### src/rtl/output_port_arbiter.sv
// Output port arbiter for a router.
// Several input port controllers compete for one output port. A single winner
// is chosen round-robin and keeps the port for a whole packet. The first BUSY
// cycle is a hand-off cycle, followed by flit_number flit cycles. Every
// requester that does not hold the grant is stalled.
module output_port_arbiter #(
  parameter int port_number = 5,
  parameter int index_width = 3,
  parameter int flit_size   = 4,
  parameter int packet_size = 32,
  parameter int count_width = 4
) (
  input  logic                   clk,
  input  logic                   reset,
  input  logic [port_number-1:0] request,
  output logic [port_number-1:0] stall,
  output logic [port_number-1:0] grant,
  output logic [index_width-1:0] mux_select,
  output logic                   link_valid,
  output logic                   busy
);

  localparam int flit_number = packet_size / flit_size;
  localparam logic [count_width-1:0] last_count = count_width'(flit_number);
  localparam logic [index_width-1:0] last_index = index_width'(port_number - 1);

  typedef enum logic {
    IDLE,
    BUSY
  } state_t;

  state_t                   state;
  logic [count_width-1:0]   counter;
  logic [index_width-1:0]   rr_pointer;

  logic                     found;
  logic [index_width-1:0]   winner;
  logic [port_number-1:0]   one_hot;
  int                       pos;

  // Round-robin search: the first set request bit at or above rr_pointer, wrapping.
  always_comb begin
    // NOTE: every variable gets a default first, so no path can leave it
    // unassigned and infer a latch.
    found  = 1'b0;
    winner = '0;
    pos    = 0;
    for (int i = 0; i < port_number; i++) begin
      pos = int'(rr_pointer) + i;
      if (pos >= port_number) pos = pos - port_number;
      if (!found && request[pos]) begin
        found  = 1'b1;
        winner = index_width'(pos);
      end
    end
  end

  // Grant vector for the current winner.
  assign one_hot = port_number'(1) << winner;

  // Arbitration FSM. Grant, select, counter and pointer are all registered here.
  always_ff @(posedge clk) begin
    // NOTE: sequential state uses non-blocking assignments, so every register
    // samples the values from before the edge, whatever the statement order.
    if (reset) begin
      state      <= IDLE;
      grant      <= '0;
      mux_select <= '0;
      counter    <= '0;
      rr_pointer <= '0;
    end else begin
      case (state)
        IDLE: begin
          if (found) begin
            grant      <= one_hot;
            mux_select <= winner;
            rr_pointer <= (winner == last_index) ? '0 : winner + 1'b1;
            counter    <= '0;
            state      <= BUSY;
          end
        end
        BUSY: begin
          // The grant is held for the whole packet. The winner's request is ignored here.
          if (counter == last_count) begin
            grant   <= '0;
            counter <= '0;
            state   <= IDLE;
          end else begin
            counter <= counter + 1'b1;
          end
        end
      endcase
    end
  end

  // Link valid during the flit cycles 1..flit_number of a packet.
  assign link_valid = (state == BUSY) && (counter >= count_width'(1)) && (counter <= last_count);
  assign busy       = (state == BUSY);

  // Any requester that does not hold the grant must wait.
  assign stall = request & ~grant;

endmodule

### config.mk
export PLATFORM = sky130hd
export DESIGN_NAME = output_port_arbiter
export DESIGN_NICKNAME = d
export VERILOG_FILES = /design/src/rtl/output_port_arbiter.sv
export SDC_FILE = /design/constraint.sdc
export NUM_CORES = 1
export LEC_CHECK = 0
export BUFFER_PORTS_ARGS = -buffer_cell sky130_fd_sc_hd__buf_4
export CORE_MARGIN = 2
export CORE_UTILIZATION = 40
export CTS_CLUSTER_SIZE = 8
export DETAILED_ROUTE_END_ITERATION = 10
export GPL_TIMING_DRIVEN = 0
export SKIP_LAST_GASP = 1
export SYNTH_ARGS = -nofsm -noshare
export SYNTH_HDL_FRONTEND = slang
export SYNTH_SLANG_ARGS = --single-unit
### constraint.sdc
create_clock -name clk -period 5.31 [get_ports clk]
set_clock_uncertainty 0.1 [all_clocks]
set_input_delay 1.3275 -clock clk [delete_from_list [all_inputs] [get_ports clk]]
set_output_delay 1.3275 -clock clk [all_outputs]
set_load 0.05 [all_outputs]
==> impl_metrics.toml <==
[die]
core_mm2 = 0.00511
rows = 26
die_w_um = 76.7
die_y_um = 76.7
start_util_pct = 41.4
die_area_mm2 = 0.00588
ioPinCount = 22

[place]
gp_congestion = 0.882
io_buffers = 18
dpl.hpwl_mm = 4.72

[routing]
drtPass1Iterations = 4
drc_errors = 0
vias = 2144
drtIter0Drc = 140
ant_nets = 0
vias_per_cell = 5.97
wl_per_cell_um = 17.2
routed_wirelength_mm = 6.16

[timing]
hold_slack_ps = 406
fin_setup_tns_ps = 0
finalCritPeriodShare_pct = 93.0
fin_crit_ps = 4940
fmax_mhz = 203
setup_violations = 0
tightest_slew_ps = 537
hold_viol = 0
relSlewSlack_pct = 63.3
drv_slew = 0
grt_setup_unrepaired = "no"

[cts]
clkLatencyLatePin_ps = 240
cts.sink_count = 16
cts_root_buffer = "clkbuf_8"
postCtsHoldBufs = 0
cts_made_buffers = 3
cts_max_path_buffers = 2
cts_tree = "yes"
cts.clk_slew.worst_paths_ps = 60
cts_max_level = 1

[global_routing]
grt_max_degree = 11
grt_pass1_wl_mm = 10.2
grt_overflow = 0
grt.total_usage_pct = 21.2
antenna_found_initial = 0
grt_pass1_vias = 2054

[pwr]
ir_drop_mv = 0.414
p_leak_nw = 0.980
power_density_mw_per_mm2 = 634

[critical_path]
worst_setup_path_end_kind = "register"
r2r_cells = 13
r2r_setup_slack_ps = 370
r2r_end = "rr_pointer[2]"
worstPathRequired_ps = 5350
critPathKind = "reg -> reg"
start_kind = "register"
crit_fanout = 9
worstReg2RegStart = "rr_pointer[1]"
arrival_ps = 4980

[synthesis]
seq_area_frac_synth_pct = 15.1
synth-edff-count = 0
ys_warn_count = 0
ys_types = 68
synthCells = 267
synthFlopType = "dfxtp_1"
synth_nets = 293
synth_area_mm2 = 0.00211
ys_async_sr_fraction_pct = 0
syn_area_per_cell_um2 = 7.92
ys_ff_latch = 16

[worst_hold_path]
worstHoldEndpoint = "grant[1]"
hold_start = "grant[1]"
min_path_cells = 1
min_path_type = "reg -> reg"

[layout]
drive_gt1_share_pct = 15.9
area_growth_pct = 13.4
n_antenna_cell = 0
fin_nets = 316

[flow_run]
max-cap-violations = 0

[status]
status = "complete, no violations"
[cells in the mapped netlist (3+ instances only)]
master,n,area (um2)
and2_1,7,43.8
nand3b_1,4,30.0
a32o_1,4,40.0
nor2_1,17,63.8
nand2b_1,11,68.8
nor2b_1,9,56.3
nor3_1,5,25.0
inv_1,13,48.8
o21a_1,4,30.0
clkbuf_1,8,30.0
xnor2_1,4,35.0
a211oi_1,10,75.1
a21oi_1,11,55.1
o22ai_1,4,25.0
o21ai_0,6,30.0
ha_1,19,238
a2111oi_0,4,35.0
a22oi_1,3,22.5
nand3_1,7,35.0
o31a_1,3,26.3
a221oi_1,4,35.0
dfxtp_1,16,320
nor3b_1,4,30.0
mux2i_1,8,80.1
nand2_1,20,75.1
buf_2,6,30.0
a211o_1,3,26.3
[area by class of cell]
type	count	area, um2
fillers	516	2710
multi-input cells	221	1670
flip-flops and latches	16	320
repair buffers	18	135
well taps	70	87.6
plain buffers	16	75.1
clock buffers	4	55.1
inverters	14	52.6
[worst max-delay path, cell delays in order (launching register included)]
cell and delay (ps):
dfxtp_1 450, clkbuf_1 410, inv_1 280, ha_1 340, buf_2 190, mux4_2 510
a22oi_1 400, nand2_1 150, a211o_1 390, or4_4 580, and2_1 200, ha_1 210
ha_1 270, o41ai_1 340
[power by group]
group / total [mW] / switching [mW] / internal [mW]
sequential: 0.179 / 0.0291 / 0.150
clock: 0.106 / 0.0405 / 0.0656
combinational: 1.23 / 0.763 / 0.470
total: 1.52 / 0.833 / 0.686
[registers in the layout, summed over array words and instances, names as in the netlist]
name,flops
grant,5
counter,4
mux_select,3
rr_pointer,3
busy,1
[cell families after synthesis]
logic type	share of synthesized area (%)
flip-flops	15.1
XOR/XNOR	2.43
AND/OR/NAND/NOR	26.1
AO/OA/AOI/OAI	32.1
adder cells (fa/ha/maj)	11.2
multiplexers	6.98
buffers and inverters	6.04
[layout by cell type (no fill, tap or decap), types with 3 or more instances in the layout]
master and instances:
nand2_1 20, nor3_1 4, clkbuf_1 8, mux2i_1 8, o21a_1 4, a21oi_1 11
o22ai_1 4, xnor2_1 4, a211oi_1 10, nand2b_1 11, nor3b_1 4, nand3_1 7
dfxtp_1 16, nor2_1 17, a221oi_1 4, clkbuf_8 4, buf_2 6, a2111oi_0 4
nand3b_1 4, o31a_1 3, a211o_1 3, o21ai_0 6, inv_1 13, nor2b_1 9
ha_1 19, and2_1 7, a22oi_1 3, a32o_1 4, buf_4 20
[layer usage]
metal | track usage (%) | share of wire (%) | vias to the layer above | wire [um]
li1 | - | - | 1061 | -
met1 | 30.1 | 47 | 1000 | 2900
met2 | 34.6 | 45 | 75 | 2750
met3 | 1.65 | 6.5 | 8 | 402
met4 | 5.64 | 1.7 | 0 | 104
met5 | 0 | 0 | - | 0
[stage by stage]
stage | setup WS, ps | cell area (um2) | power, mW | util, % | cells
floorplan | 962 | 2110 | 1.11 | - | 267
global placement | 336 | 2340 | 1.38 | 45.8 | 355
detailed placement | 298 | 2340 | 1.39 | 45.8 | 355
CTS | 339 | 2390 | 1.51 | 46.8 | 359
global route | 7.48 | 2400 | 1.66 | 46.9 | 359
finish | 373 | 2400 | 1.52 | 46.9 | 359
[repair_timing]
item	in CTS	in global routing
resized for setup	0	1
buffers inserted	0	0
endpoints found under the setup margin	0	4
[worst max path at each step]
stage	from	end	slack, ps	depth (start not counted)
after floorplan	request[2]	rr_pointer[2]	960	10
after global placement	request[3]	rr_pointer[1]	340	12
after detailed placement	request[3]	rr_pointer[1]	300	12
after CTS	rr_pointer[1]	rr_pointer[1]	340	16
after global routing	rr_pointer[1]	grant[4]	7	15
final	rr_pointer[1]	rr_pointer[2]	370	13
(Power assumes the default switching activity.)
